===== src/rtl/ledblink_sched.sv =====
// Round-robin LED blink scheduler: four requesters share one LED, each playing on/off/repeat patterns in ms.
// Optional LEDBLINK_SCHED_PREEMPT_EN lets requester 0 preempt an active pattern.
module ledblink_sched #(
  parameter logic [26:0] CLK_FREQ = 27'd125000000,
  parameter logic [16:0] T_1_MS   = 17'((32'(CLK_FREQ) + 32'd999) / 32'd1000)
) (
  input  logic        clk_i,
  input  logic        rst_i,
  input  logic [3:0]  req_i,
  input  logic [39:0] on_ms_i,
  input  logic [39:0] off_ms_i,
  input  logic [15:0] reps_i,
  output logic [3:0]  gnt_o,
  output logic [3:0]  done_o,
  output logic        led_o,
  output logic        busy_o
);

  typedef enum logic [1:0] {ST_IDLE, ST_LOAD, ST_ON, ST_OFF} state_t;

  state_t      state_q, state_d;
  logic [3:0]  gnt_q, gnt_d, done_q, done_d;
  logic        led_q, led_d;
  logic [1:0]  rr_ptr_q, rr_ptr_d, idx_q, idx_d;
  logic [16:0] pre_q, pre_d;
  logic [9:0]  ms_q, ms_d, on_q, on_d, off_q, off_d;
  logic [3:0]  reps_q, reps_d;

  logic [9:0]  on_arr   [4];
  logic [9:0]  off_arr  [4];
  logic [3:0]  reps_arr [4];
  logic        win_found;
  logic [1:0]  win_idx;
  logic        tick;
  logic [9:0]  phase_len;

  always_comb begin
    for (int k = 0; k < 4; k++) begin
      on_arr[k]   = on_ms_i[10*k +: 10];
      off_arr[k]  = off_ms_i[10*k +: 10];
      reps_arr[k] = reps_i[4*k +: 4];
    end
  end

  // First requesting index at or after the pointer wins.
  always_comb begin
    win_found = 1'b0;
    win_idx   = rr_ptr_q;
    for (int i = 0; i < 4; i++) begin
      if (!win_found && req_i[rr_ptr_q + 2'(i)]) begin
        win_found = 1'b1;
        win_idx   = rr_ptr_q + 2'(i);
      end
    end
  end

  assign tick      = (pre_q == T_1_MS - 17'd1);
  assign phase_len = (state_q == ST_ON) ? on_q : off_q;

  // NOTE: every variable gets a default before the case so no path leaves one unassigned (no latches).
  always_comb begin
    state_d  = state_q;
    gnt_d    = gnt_q;
    done_d   = 4'b0000;
    led_d    = led_q;
    rr_ptr_d = rr_ptr_q;
    idx_d    = idx_q;
    pre_d    = pre_q;
    ms_d     = ms_q;
    on_d     = on_q;
    off_d    = off_q;
    reps_d   = reps_q;

    case (state_q)
      ST_IDLE: begin
        if (win_found) begin
          state_d  = ST_LOAD;
          gnt_d    = 4'b0001 << win_idx;
          idx_d    = win_idx;
          rr_ptr_d = win_idx + 2'd1;
          pre_d    = '0;
          ms_d     = '0;
        end
      end
      ST_LOAD: begin
        on_d    = (on_arr[idx_q]   == 10'd0) ? 10'd1 : on_arr[idx_q];
        off_d   = (off_arr[idx_q]  == 10'd0) ? 10'd1 : off_arr[idx_q];
        reps_d  = (reps_arr[idx_q] == 4'd0)  ? 4'd1  : reps_arr[idx_q];
        state_d = ST_ON;
        led_d   = 1'b1;
        pre_d   = '0;
        ms_d    = '0;
      end
      default: begin
        if (!req_i[idx_q]) begin
          // Withdrawal: abandon silently, no completion pulse.
          state_d = ST_IDLE;
          gnt_d   = 4'b0000;
          led_d   = 1'b0;
          pre_d   = '0;
          ms_d    = '0;
        end
`ifdef LEDBLINK_SCHED_PREEMPT_EN
        else if (req_i[0] && idx_q != 2'd0) begin
          state_d  = ST_LOAD;
          gnt_d    = 4'b0001;
          idx_d    = 2'd0;
          rr_ptr_d = 2'd1;
          led_d    = 1'b0;
          pre_d    = '0;
          ms_d     = '0;
        end
`endif
        else if (tick) begin
          pre_d = '0;
          if (ms_q == phase_len - 10'd1) begin
            ms_d = '0;
            if (state_q == ST_ON) begin
              state_d = ST_OFF;
              led_d   = 1'b0;
            end else begin
              reps_d = reps_q - 4'd1;
              if (reps_q == 4'd1) begin
                state_d = ST_IDLE;
                done_d  = gnt_q;
                gnt_d   = 4'b0000;
              end else begin
                state_d = ST_ON;
                led_d   = 1'b1;
              end
            end
          end else begin
            ms_d = ms_q + 10'd1;
          end
        end else begin
          pre_d = pre_q + 17'd1;
        end
      end
    endcase
  end

  // NOTE: sequential state uses non-blocking assignments so all registers update together at the edge.
  always_ff @(posedge clk_i or posedge rst_i) begin
    if (rst_i) begin
      state_q  <= ST_IDLE;
      gnt_q    <= '0;
      done_q   <= '0;
      led_q    <= 1'b0;
      rr_ptr_q <= '0;
      idx_q    <= '0;
      pre_q    <= '0;
      ms_q     <= '0;
      on_q     <= '0;
      off_q    <= '0;
      reps_q   <= '0;
    end else begin
      state_q  <= state_d;
      gnt_q    <= gnt_d;
      done_q   <= done_d;
      led_q    <= led_d;
      rr_ptr_q <= rr_ptr_d;
      idx_q    <= idx_d;
      pre_q    <= pre_d;
      ms_q     <= ms_d;
      on_q     <= on_d;
      off_q    <= off_d;
      reps_q   <= reps_d;
    end
  end

  assign gnt_o  = gnt_q;
  assign done_o = done_q;
  assign led_o  = led_q;
  assign busy_o = (state_q != ST_IDLE);

endmodule


===== config.mk =====
export PLATFORM = sky130hd
export DESIGN_NAME = ledblink_sched
export DESIGN_NICKNAME = d
export VERILOG_FILES = /design/src/rtl/ledblink_sched.sv
export SDC_FILE = /design/constraint.sdc
export NUM_CORES = 1
export LEC_CHECK = 0
export ABC_AREA = 1
export CAP_MARGIN = 5
export CORE_ASPECT_RATIO = 0.75
export CORE_MARGIN = 5
export CORE_UTILIZATION = 55
export DETAILED_ROUTE_END_ITERATION = 8
export PLACE_DENSITY = 0.95
export SLEW_MARGIN = 40
export SYNTH_ARGS = -nofsm -noshare
export SYNTH_HDL_FRONTEND = slang
export SYNTH_SLANG_ARGS = --single-unit

===== constraint.sdc =====
create_clock -name clk_i -period 4.2 [get_ports clk_i]
set_input_delay 0.84 -clock clk_i [delete_from_list [all_inputs] [get_ports clk_i]]
set_output_delay 0.84 -clock clk_i [all_outputs]
set_load 0.01 [all_outputs]

Word level (Yosys, flattened, before mapping)
Index checks and enable logic that the tools add are counted.
W data, S select, Z words.
{"block": "op_classes", "bitwise": 3, "reduce_logical": 21, "eq_ne": 16, "shifts": 1, "n_lt_le_gt_ge": 6, "n_addsub": 8, "mux": 70}
{"cell": "$mux W10", "n": 11}
{"cell": "$mux W4", "n": 19}
{"cell": "$mux W17", "n": 3}
{"cell": "$bmux W10 S2", "n": 2}
{"cell": "$pmux W17 S2", "n": 1}
{"cell": "$logic_not A10 Y1", "n": 2}
{"cell": "$pmux W10 S2", "n": 1}
{"cell": "$mux W2", "n": 9}
{"cell": "$add A17 B1 Y17 const B", "n": 1}
{"cell": "$eq A17 B17 Y1 const B", "n": 1}
{"cell": "$pmux W4 S2", "n": 2}
{"cell": "$lt A2 B3 Y1 const B", "n": 5}
{"cell": "$mux W1", "n": 14}
{"cell": "$add A10 B1 Y10 const B", "n": 1}
{"cell": "$bmux W1 S2", "n": 5}
{"cell": "$eq A10 B10 Y1", "n": 1}
{"cell": "$sub A10 B1 Y10 const B", "n": 1}
{"cell": "$ne A3 B1 Y1 const B", "n": 3}
{"cell": "$ne A3 B2 Y1 const B", "n": 3}
{"cell": "$bmux W4 S2", "n": 1}
{"cell": "$reduce_bool A2 Y1", "n": 4}
{"cell": "$reduce_and A6 Y1", "n": 1}
{"cell": "$reduce_and A5 Y1", "n": 1}
{"cell": "$add A2 B1 Y2 const B", "n": 2}
{"cell": "other kinds (24)", "n": 31}
{"block": "word_totals", "input_bits": 102, "wordCells": 136, "output_inout_bits": 10, "regBits": 66}

Logic depth before layout (Yosys ltp)
Gate-level depths: netlist (run 1).
{"block": "logic_depth", "word_depth": 15, "mapped_depth": 19, "mapped_depth_nobuf": 19}

Least setup slack after synthesis (run 1)
No wires, ideal clock.
{"block": "synth_path", "path_type": "input -> register", "from": "in req_i[1]", "to": "reg rr_ptr_q[1]", "setup_ns": 0.133, "n_path_buf": 0, "cell_stages": 12, "t_arrival_ns": 2.317, "t_required_ns": 4.067, "setup_slack_ns": 1.749, "path_cell_list": "inv_1 nand2_1 o21ai_1 o21ai_0 nor2_1 nand3b_1 o21ai_0 xor2_1 inv_1 ha_1 nand2_1 o21ai_0"}
{"block": "synth_between", "elab_chain_cells": 13, "elab_cells_between_ends": 23, "classes_between": "1 x add/sub; 15 x mux; 7 x reduce/logical"}
{"item": "start: declaration", "line": "9", "rtl": "input logic [3:0] req_i,"}
{"item": "$bmux W1 S2", "line": "50", "rtl": "if (!win_found && req_i[rr_ptr_q + 2'(i)]) begin"}
{"item": "$mux W1 (implied by the code)", "line": "50"}
{"item": "$mux W1", "line": "50"}
{"item": "$logic_not A1 Y1", "line": "50"}
{"item": "$logic_and A1 B1 Y1", "line": "50"}
{"item": "$mux W1", "line": "50"}
{"item": "$logic_not A1 Y1", "line": "50"}
{"item": "$logic_and A1 B1 Y1", "line": "50"}
{"item": "$mux W1", "line": "50"}
{"item": "$logic_not A1 Y1", "line": "50"}
{"item": "$logic_and A1 B1 Y1", "line": "50"}
{"item": "$mux W2 *", "line": "50"}
{"item": "net win_idx[0]", "line": "33", "rtl": "logic [1:0] win_idx;"}
{"item": "$add A2 B1 Y2 *", "line": "80", "rtl": "rr_ptr_d = win_idx + 2'd1;"}
{"item": "end signal: assignment", "line": "161", "rtl": "rr_ptr_q <= rr_ptr_d;"}
{"item": "end: declaration", "line": "24", "rtl": "logic [1:0] rr_ptr_q, rr_ptr_d, idx_q, idx_d;"}
The timed path passes the listed nets; every way through them passes the cells marked *. The select of a mux whose other input is x is not followed.
A chain may end at the register's enable or synchronous reset.

Worst setup path in the final report (run 1)
{"block": "layout_path", "from": "in req_i[1]", "to": "reg ms_q[9]"}
{"block": "layout_between", "elab_chain_cells": 14, "elab_cells_between_ends": 25, "classes_between": "2 x eq/ne; 16 x mux; 7 x reduce/logical"}
{"item": "$bmux W1 S2", "line": "50"}
{"item": "$mux W1 (implied by the code)", "line": "50"}
{"item": "$mux W1", "line": "50"}
{"item": "$logic_not A1 Y1", "line": "50"}
{"item": "$logic_and A1 B1 Y1", "line": "50"}
{"item": "$mux W1", "line": "50"}
{"item": "$logic_not A1 Y1", "line": "50"}
{"item": "$logic_and A1 B1 Y1", "line": "50"}
{"item": "$mux W1", "line": "50"}
{"item": "$logic_not A1 Y1", "line": "50"}
{"item": "$logic_and A1 B1 Y1", "line": "50"}
{"item": "$mux W1", "line": "50"}
{"item": "$ne A2 B2 Y1 (no source line)"}
{"item": "$reduce_and A2 Y1 (no source line)"}
{"item": "end signal: assignment", "line": "164", "rtl": "ms_q <= ms_d;"}
{"item": "end: declaration", "line": "26", "rtl": "logic [9:0] ms_q, ms_d, on_q, on_d, off_q, off_d;"}
Several ways; a longest one is shown, not always the timed one. The select of a mux whose other input is x is not followed.

==> key figures, run 1 <==
Status
  – Status: complete, no violations

Yosys
  – Synth area leaders: dfrtp_1, nand2_1, inv_1, nand3_1, a32o_1
  – #FFs+latches synth: 66
  – Mapped Area: 4947 um2
  – EDFF count, synth: 0
  – Syn Inst Count: 718
  – Share of the synthesized area in the top cell type: 33.38%
  – Synth cell count leaders: nand2_1, inv_1, dfrtp_1
  – Syn Nets: 829
  – Post-synth ARST share: 100.0%
  – Sequential element share of the synthesized area: 33.38%
  – Distinct cells, synth: 45
  – Most common cell in the synthesized netlist: nand2_1
  – Synth area leader: dfrtp_1
  – Top_reg_cell synth: dfrtp_1
  – Syn Area/Cell: 6.890 um2
  – Synth Warn #: 0

CTS
  – CTS resizes: 0
  – Clock sinks: 66
  – Worst-Skew Late Latency: 0.34 ns
  – Max Buffers Root-to-Sink: 2
  – Total CTS buffers: 9
  – Cell at the root of the clock tree: clkbuf_16
  – CTS clock-pin slew for the worst setup and hold paths: 0.06 ns
  – CTS Hold Bufs: 0
  – Setup Buffers After CTS: 0
  – CTS tree: done
  – H-tree depth: 3

Place
  – DP Area: 6083 um2
  – DP HPWL: 11.45 mm
  – I/O Buffers: 111
  – Placed cell count: 916
  – Gpl congestion: 0.8984

Critical path
  – Crit Path Class: in -> reg
  – Critical path peak fanout: 14
  – CP startpoint: req_i[1]
  – Crit path capture type: register
  – Worst EP required: 4.43 ns
  – RR Startpoint: state_q[1]$_DFFE_PP0P_
  – Worst setup SP type: input port
  – Worst path arrival time: 3.58 ns

Cells and area
  – Layout cell share with drive strength beyond 1: 9.024%
  – Final std cells w/o fill: 932
  – Number of antenna diodes: 0
  – Final #Nets: 926
  – Layout area overhead: 29.89%
  – Design area: 6426 um2

Route
  – DRT antenna net count: 0
  – Initial DRC Count: 531
  – Via Count: 5534
  – Wirelength per Cell: 16.58 um
  – Pre-Repair DR Iteration Count: 5
  – Routed wire length: 15.45 mm
  – DR vias/cell: 5.938
  – Post-route DRC: 0

Min path
  – Hold Crit Class: reg -> reg
  – Hold Crit Start: off_q[6]$_DFFE_PP0P_

Power and ir drop
  – Tot Pwr: 0.004402 W
  – Power Density: 685.1 nW/um2
  – Pleak: 2.992 nW
  – Max VDD drop: 0.5216 mV

Timing
  – Worst-Margin Slew: 0.7962 ns
  – Final setup viols: 0
  – Setup TNS: 0 ns
  – Fmax: 298.8 MHz
  – Final slew viol count: 0
  – Clock skew: 0.007076 ns
  – Unrepaired setup endpoints after global routing: no
  – Min cycle time layout: 3.347 ns
  – Min Hold Slack: 0.4922 ns
  – Ratio of final minimum period to clock period: 79.68%
  – Max-slew headroom: 46.84%
  – Final Hold Fails: 0

Die
  – Die Ht: 92.14 um
  – Chip width: 119.5 um
  – Die Area: 11010 um2
  – Top-level port count: 112
  – Row cnt: 30
  – Core Area: 8896 um2
  – Initial Utilization: 55.61%

Global route
  – Overflow after GRT: 0
  – Initial antenna violation count: 0
  – Total track usage: 28.27%
  – Global-route wire length before repair: 25.25 mm
  – Largest net degree at the start of global routing: 53
  – Vias in the first global route: 5461

Job
  – Max-cap violation count: 0
## flip-flops by register name, indices dropped and copies added (netlist names)
signal and cells:
pre_q 17, ms_q 10, off_q 10, on_q 10, done_o 4, gnt_o 4
reps_q 4, idx_q 2, rr_ptr_q 2, state_q 2, led_o 1
## per-stage QoR
stage,utilization (%),worst slack [ns]
final,72.24,0.8533
after global routing,72.24,0.6362
after CTS,72.24,0.9304
after detailed placement,68.38,0.6091
after global placement,68.35,0.8855
after floorplan,-,1.705
## report_power, final
part	internal [W]	switching (W)
sequential	0.000814	0.000188
combinational	0.000878	0.00165
clock	0.000579	0.000293
total	0.00227	0.00213
## worst max-delay path: stages
cell             delay, ns
clkdlybuf4s50_1       0.45
inv_1                 0.06
nand2_1               0.06
o21ai_1               0.09
o21ai_0               0.34
nor2_1                0.17
nand4_1               0.41
nand2_1               0.09
buf_4                 0.21
inv_2                 0.21
nand3_1               0.16
nor2_1                0.19
xor2_1                0.22
nor2_2                0.04
## final timing paths
path	to	slack, ns	depth (start not counted)
min reg2reg	off_q[6]$_DFFE_PP0P_	0.49	2
min	off_q[6]$_DFFE_PP0P_	0.49	2
max reg2reg	reps_q[0]$_DFFE_PP0P_	1.06	17
min in group asynchronous	pre_q[10]$_DFFE_PP0P_	0.93	2
max	ms_q[9]$_DFFE_PP0P_	0.85	14
max in group asynchronous	off_q[2]$_DFFE_PP0P_	2.58	3
## kinds of logic after synthesis
family | share of synthesized area [%]
and+or+nand+nor | 37.43
AOI/OAI and AO/OA | 14.85
buffers and inverters | 9.079
DFF | 33.38
xor gates and xnor gates | 2.782
adders and majority gates | 2.276
muxes | 0.2023
## cells in the final DEF, fill, tap and decap left out, drive strengths merged, types with 9 or more instances in the layout
master / Yosys / layout
nand4: 14 / 14
a21oi: 36 / 36
inv: 79 / 79
ha: 9 / 9
xor2: 14 / 14
nand3: 59 / 59
o21ai: 43 / 43
nand2: 250 / 250
clkdlybuf4s50: 0 / 111
nor3: 10 / 10
nor2: 63 / 63
clkbuf: 20 / 9
a32o: 23 / 23
dfrtp: 66 / 66
## metal layers
metal  routed length, um  global-route usage [%]  vias to the layer above
li1                    -                       -                     2565
met1                6265                   35.80                     2593
met2                7541                   47.51                      321
met3                1257                   6.967                       55
met4                 386                   9.342                        0
met5                   0                       0                        -
## cell type report
class	count	area, um2
clock buffer	9	225.2
inverter	79	304.0
clock inverter	7	117.6
sequential	66	1652
tap	112	140.1
fill	614	2470
multi-input combinational	544	2846
timing repair buffer	115	1141
Power figures use the tool's default switching activity.
==> inputs of run 2 (changes only) <==
--- a/config.mk
+++ b/config.mk
@@ -9,9 +9,9 @@
 export CAP_MARGIN = 5
 export CORE_ASPECT_RATIO = 0.75
 export CORE_MARGIN = 5
-export CORE_UTILIZATION = 55
+export CORE_UTILIZATION = 52
 export DETAILED_ROUTE_END_ITERATION = 8
-export PLACE_DENSITY = 0.95
+export PLACE_DENSITY = 0.92
 export SLEW_MARGIN = 40
 export SYNTH_ARGS = -nofsm -noshare
 export SYNTH_HDL_FRONTEND = slang
==> constraint.sdc (replaced) <==
create_clock -name clk_i -period 3.4 [get_ports clk_i]
set_input_delay 0.68 -clock clk_i [delete_from_list [all_inputs] [get_ports clk_i]]
set_output_delay 0.68 -clock clk_i [all_outputs]
set_load 0.01 [all_outputs]
==> run 2 against run 1 <==
Largest power group unchanged. Sequential cell count is the same. Clock skew is essentially flat. Critical path depth grew 4. Total power grew 20%. Clock-buffer cell count is the same. Routed wire length shrank 4.2%. Largest cell class unchanged.
==> key figures, run 2 (same netlist as run 1, synthesis figures left out) <==
Status
  – Status: complete, no violations

Timing
  – Min Hold Slack: 0.4870 ns
  – Min cycle time layout: 2.952 ns
  – Setup TNS: 0 ns
  – Worst-Margin Slew: 0.6497 ns
  – Final slew viol count: 0
  – Ratio of final minimum period to clock period: 86.81%
  – Max-slew headroom: 56.53%
  – Final setup viols: 0
  – Unrepaired setup endpoints after global routing: no
  – Final Hold Fails: 0
  – Clock skew: 0.007007 ns
  – Fmax: 338.8 MHz

Cells and area
  – Final #Nets: 929
  – Top reg by flops: pre_q
  – Design area: 6417 um2
  – Number of antenna diodes: 0
  – Most frequent cells in the layout: nand2_1, clkdlybuf4s50_1, inv_1
  – Fillers: 743
  – Layout cell share with drive strength beyond 1: 9.235%
  – Number of flip-flops in the largest register: 17
  – Commonest non-fill, non-tap cell in the layout: nand2_1
  – Layout area overhead: 29.72%

Min path
  – Hold Crit Class: reg -> reg

CTS
  – Max Buffers Root-to-Sink: 2
  – CTS tree: done
  – CTS clock-pin slew for the worst setup and hold paths: 0.06 ns
  – Setup Buffers After CTS: 0
  – Cell at the root of the clock tree: clkbuf_16
  – H-tree depth: 3
  – Total CTS buffers: 9
  – Worst-Skew Late Latency: 0.34 ns
  – Clock sinks: 66

Place
  – DP Area: 6136 um2
  – I/O Buffers: 111
  – Gpl congestion: 0.9884
  – DP HPWL: 11.18 mm

Global route
  – Vias in the first global route: 5266
  – Initial antenna violation count: 0
  – Total track usage: 26.88%
  – Overflow after GRT: 0
  – Largest net degree at the start of global routing: 67
  – Global-route wire length before repair: 24.78 mm

Route
  – Pre-Repair DR Iteration Count: 6
  – Initial DRC Count: 438
  – Wirelength per Cell: 15.56 um
  – DR vias/cell: 5.591
  – Via Count: 5317
  – Post-route DRC: 0
  – DRT antenna net count: 0
  – Routed wire length: 14.80 mm

Critical path
  – Crit path capture type: register
  – WP buf/inv: 3
  – CP dominant cell by count: nand2_1
  – Worst setup SP type: register
  – Slowest cell on crit path: dfrtp_1
  – Crit Path Class: reg -> reg
  – CP max stage delay: 0.45 ns
  – Worst path cell trace: inv_2 > nand2_4 > nand2_1 > nand2_1 > ha_1 > xor2_1 > nand2_1 > nor2_1 > inv_1 > nor2_1 > nand2_1 > inv_1 > nand3_1 > nor2_1 > nand4_2 > nand2_2 > nand2_1 > nand2_1
  – Delay-heaviest family, CP: simple AND/OR/NAND/NOR gates
  – Worst path arrival time: 3.23 ns
  – Worst EP required: 3.68 ns
  – Critical path peak fanout: 17

Power and ir drop
  – Power Density: 820.6 nW/um2
  – Pleak: 2.974 nW
  – Max VDD drop: 0.6861 mV

Die
  – Initial Utilization: 54.02%
  – Chip width: 122.6 um
  – Row cnt: 30
  – Die Ht: 94.47 um
  – Die Area: 11580 um2
  – Core Area: 9159 um2
  – Top-level port count: 112

Job
  – Max-cap violation count: 0
-- run 2: cell count changes in the layout (fill, tap and decap cells not counted) --
cell and change:
buf_12 +1, buf_4 +2, bufinv_16 -3, clkinv_2 -1, clkinv_4 +1, clkinvlp_4 +2
dfrtp_1 -1, dfrtp_2 +1, inv_1 +2, inv_2 -1, inv_4 -1, inv_6 +1
-- run 2: timing repair --
| item | in CTS | in global routing |
|---|---|---|
| hold endpoints to repair | 0 | 0 |
| gates resized for setup | 0 | 1 |
| endpoints found under the setup margin | 0 | 1 |
| hold buffers | 0 | 0 |
-- run 2: worst paths after layout --
path	from	endpoint	slack (ns)	cells past startpoint
min in group asynchronous	rst_i	pre_q[0]$_DFFE_PP0P_	0.73	3
worst max register to register	state_q[0]$_DFFE_PP0P_	reps_q[3]$_DFFE_PP0P_	0.45	18
max in group asynchronous	rst_i	state_q[1]$_DFFE_PP0P_	2.39	3
worst max-delay path	state_q[0]$_DFFE_PP0P_	reps_q[3]$_DFFE_PP0P_	0.45	18
worst min-delay path	off_q[8]$_DFFE_PP0P_	off_q[8]$_DFFE_PP0P_	0.49	2
worst min register to register	off_q[8]$_DFFE_PP0P_	off_q[8]$_DFFE_PP0P_	0.49	2
-- run 2: final cells by class --
class	instances	area [um2]	area share, %
repair buffers	118	1176	18.33
inverters	79	301.5	4.699
clock buffers	9	225.2	3.509
multi-input cells	544	2846	44.36
clock inverters	7	55.05	0.8579
flip-flops and latches	66	1653	25.76
well taps	128	160.2	2.496
-- run 2: layer usage --
layer / share of wire [%] / vias to the layer above / global-route usage [%] / wire length (um)
li1: - / 2563 / - / -
met1: 44 / 2509 / 35.73 / 6491
met3: 6.1 / 42 / 5.689 / 901
met4: 2.7 / 0 / 8.667 / 401
met5: 0 / - / 0 / 0
met2: 47 / 203 / 43.99 / 7005
-- run 2: report_power, final --
group,internal [W],switching [W]
combinational,0.00109,0.00206
clock,0.000498,0.000373
sequential,0.00101,0.000235
-- run 2: tightest hold or removal path, stage by stage, from the launching register on --
cell	delay (ns)
dfrtp_1	0.34
nand2_1	0.05
o21ai_0	0.06
-- run 2: metrics by stage --
| step | utilization [%] | setup WS [ns] | power (W) | instances |
|---|---|---|---|---|
| 3_3_place_gp | 66.99 | 0.4912 | 0.004124 | 935 |
| 6_report | 70.07 | 0.4483 | 0.005266 | 951 |
| 5_1_grt | 70.07 | 0.03446 | 0.005729 | 951 |
| 2_1_floorplan | - | 1.065 | 0.003545 | 718 |
| 3_5_place_dp | 66.99 | 0.2762 | 0.004275 | 935 |
| 4_1_cts | 70.05 | 0.4385 | 0.005213 | 951 |
==> inputs of run 3 (changes only) <==
--- a/config.mk
+++ b/config.mk
@@ -11,7 +11,8 @@
 export CORE_MARGIN = 5
 export CORE_UTILIZATION = 52
 export DETAILED_ROUTE_END_ITERATION = 8
-export PLACE_DENSITY = 0.92
+export HOLD_SLACK_MARGIN = 0.02
+export PLACE_DENSITY = 0.87
 export SLEW_MARGIN = 40
 export SYNTH_ARGS = -nofsm -noshare
 export SYNTH_HDL_FRONTEND = slang
==> run 3 against run 2 <==
Final area grew 0.68%. Critical path depth shrank 2. Die area is the same. Fmax grew 5.5%. Total power grew 2.7%. Register-to-register slack gained 0.15 ns. Sequential power is essentially flat. Global-route usage shrank 0.33 points. Critical path type unchanged. Largest cell class unchanged. Largest power group unchanged.
==> key figures, run 3 (same netlist as run 1, synthesis figures left out) <==
Cells and area
  – Multi-input gate area: 2846 um2
  – Number of antenna diodes: 0
  – Number of flip-flops in the largest register: 17
  – Register area: 1652 um2
  – Final #Nets: 930
  – Top reg by flops: pre_q
  – Fillers: 724
  – Layout area overhead: 30.60%
  – Commonest non-fill, non-tap cell in the layout: nand2_1
  – Utilization after layout: 70.55%
  – Most frequent cells in the layout: nand2_1, clkdlybuf4s50_1, inv_1
  – Layout cell share with drive strength beyond 1: 9.223%

Power and ir drop
  – Switching Share: 48.86%
  – Combinational share of power: 58.4%
  – Reg power frac: 22.7%
  – Clock share of power: 18.9%
  – Pleak: 3.006 nW
  – Power Density: 836.8 nW/um2
  – Cell internal pwr: 0.002765 W
  – Max VDD drop: 0.6645 mV
  – Sw Pwr: 0.002642 W

Place
  – Gpl congestion: 0.9240
  – I/O Buffers: 111
  – DP HPWL: 11.28 mm

Critical path
  – Worst EP required: 3.62 ns
  – Critical path peak fanout: 17
  – Crit Path Class: reg -> reg
  – WP buf/inv: 3
  – Crit path capture type: register
  – Worst path cell trace: inv_2 > nand2_4 > nand2_1 > nand2_2 > ha_1 > nand3_2 > nor2_1 > nand3_1 > xor2_1 > inv_1 > nor2_4 > nand3_4 > nand2_4 > nand2_4 > inv_6 > nor2_2
  – CP max stage delay: 0.47 ns
  – Worst R2R End: ms_q[7]$_DFFE_PP0P_
  – Delay-heaviest family, CP: simple AND/OR/NAND/NOR gates
  – Worst path arrival time: 3.02 ns
  – RR Startpoint: state_q[0]$_DFFE_PP0P_
  – R2R depth: 16
  – CP dominant cell by count: nand2_4
  – R2r setup slk: 0.60 ns
  – Slowest cell on crit path: dfrtp_1
  – Worst setup SP type: register

CTS
  – Setup Buffers After CTS: 0
  – Total CTS buffers: 9
  – Cell at the root of the clock tree: clkbuf_16
  – CTS Hold Bufs: 0
  – CTS resizes: 0
  – Clock sinks: 66
  – CTS tree: done
  – H-tree depth: 3
  – Max Buffers Root-to-Sink: 2
  – Worst-Skew Late Latency: 0.33 ns
  – CTS clock-pin slew for the worst setup and hold paths: 0.06 ns

Die
  – Chip width: 122.6 um
  – Initial Utilization: 54.02%
  – Die Ht: 94.47 um
  – Row cnt: 30
  – Die Area: 11580 um2
  – Core Area: 9159 um2
  – Top-level port count: 112

Global route
  – GR Util met3: 5.808%
  – Gr busiest metal: met2
  – Global-route wire length before repair: 24.47 mm
  – Largest net degree at the start of global routing: 67
  – Met2 usage: 44.44%
  – Routing usage on met1: 35.09%
  – Total track usage: 26.55%
  – Overflow after GRT: 0
  – Initial antenna violation count: 0
  – Vias in the first global route: 5171

Timing
  – Setup TNS: 0 ns
  – Min cycle time layout: 2.799 ns
  – Final Hold Fails: 0
  – Fmax: 357.3 MHz
  – Worst-Margin Slew: 0.6110 ns
  – Max-slew headroom: 59.12%
  – Unrepaired setup endpoints after global routing: no
  – Final slew viol count: 0
  – Clock skew: 0.007943 ns
  – Final setup viols: 0
  – Ratio of final minimum period to clock period: 82.31%

Min path
  – Hold Crit Start: off_q[9]$_DFFE_PP0P_
  – Hold EP: off_q[9]$_DFFE_PP0P_
  – Hold Crit Class: reg -> reg
  – Hold Crit Depth: 2

Route
  – Post-route DRC: 0
  – Routed wire length: 14.99 mm
  – DR vias/cell: 5.611
  – DRT antenna net count: 0
  – Initial DRC Count: 533
  – Pre-Repair DR Iteration Count: 5
  – Wirelength per Cell: 15.75 um
  – Via Count: 5342

Status
  – Status: complete, no violations

Job
  – Max-cap violation count: 0
run 3: cell count changes in the layout (fill, tap and decap cells not counted):
cell	change
bufinv_16	+2
dfrtp_1	+1
buf_12	-1
clkinv_4	-2
dfrtp_2	-1
buf_4	+1
buf_6	+1
clkbuf_8	+1
clkinv_2	+1
clkinvlp_4	-2
run 3: area by class of cell:
| class | count | share of cell area (%) |
|---|---|---|
| tap | 128 | 2.479 |
| inverter | 79 | 4.667 |
| sequential | 66 | 25.56 |
| clock buffer | 10 | 3.699 |
| timing repair buffer | 119 | 18.18 |
| multi-input combinational | 544 | 44.05 |
| clock inverter | 6 | 1.356 |
run 3: through the flow:
stage	setup slack (ns)	power (W)	instances	area (um2)	hold WS, ns
after CTS	0.6563	0.005354	952	6457	0.4827
after global routing	0.3239	0.005847	952	6461	0.5207
final	0.6013	0.005407	952	6461	0.4865
after global placement	0.4723	0.004148	936	6131	0.4664
after detailed placement	0.3316	0.004285	936	6131	0.4720
after floorplan	1.065	0.003545	718	4947	0.4457
run 3: worst reg2reg max path: cells and delay by family, from the launching register on:
kind                       cells  cell delay, ns
adders and majority gates      1            0.23
DFF                            1            0.47
and+or+nand+nor               11            1.38
buffers and inverters          3            0.40
xor gates and xnor gates       1            0.21
run 3: worst max path at each step:
stage / cells after the start / start / end
2_1_floorplan: 1 / rst_i / done_o[0]$_DFF_PP0_
3_3_place_gp: 13 / req_i[1] / rr_ptr_q[1]$_DFFE_PP0P_
3_5_place_dp: 13 / req_i[1] / rr_ptr_q[1]$_DFFE_PP0P_
4_1_cts: 17 / state_q[0]$_DFFE_PP0P_ / ms_q[7]$_DFFE_PP0P_
5_1_grt: 16 / state_q[0]$_DFFE_PP0P_ / gnt_o[1]$_DFFE_PP0P_
6_report: 16 / state_q[0]$_DFFE_PP0P_ / ms_q[7]$_DFFE_PP0P_
run 3: power by group through the flow:
stage | registers (W) | clock network, W | logic (W)
2_1_floorplan | 0.00116 | 0 | 0.00238
3_3_place_gp | 0.00122 | 0 | 0.00293
3_5_place_dp | 0.00123 | 0 | 0.00306
4_1_cts | 0.00122 | 0.00103 | 0.00311
5_1_grt | 0.00125 | 0.00107 | 0.00352
6_report | 0.00123 | 0.00102 | 0.00316
run 3: metal layers:
metal	share of wire, %	vias to the layer above	routed length (um)
met3	7.0	22	1047
met2	49	224	7331
li1	-	2559	-
met1	43	2537	6414
met4	1.3	0	195
met5	0	-	0
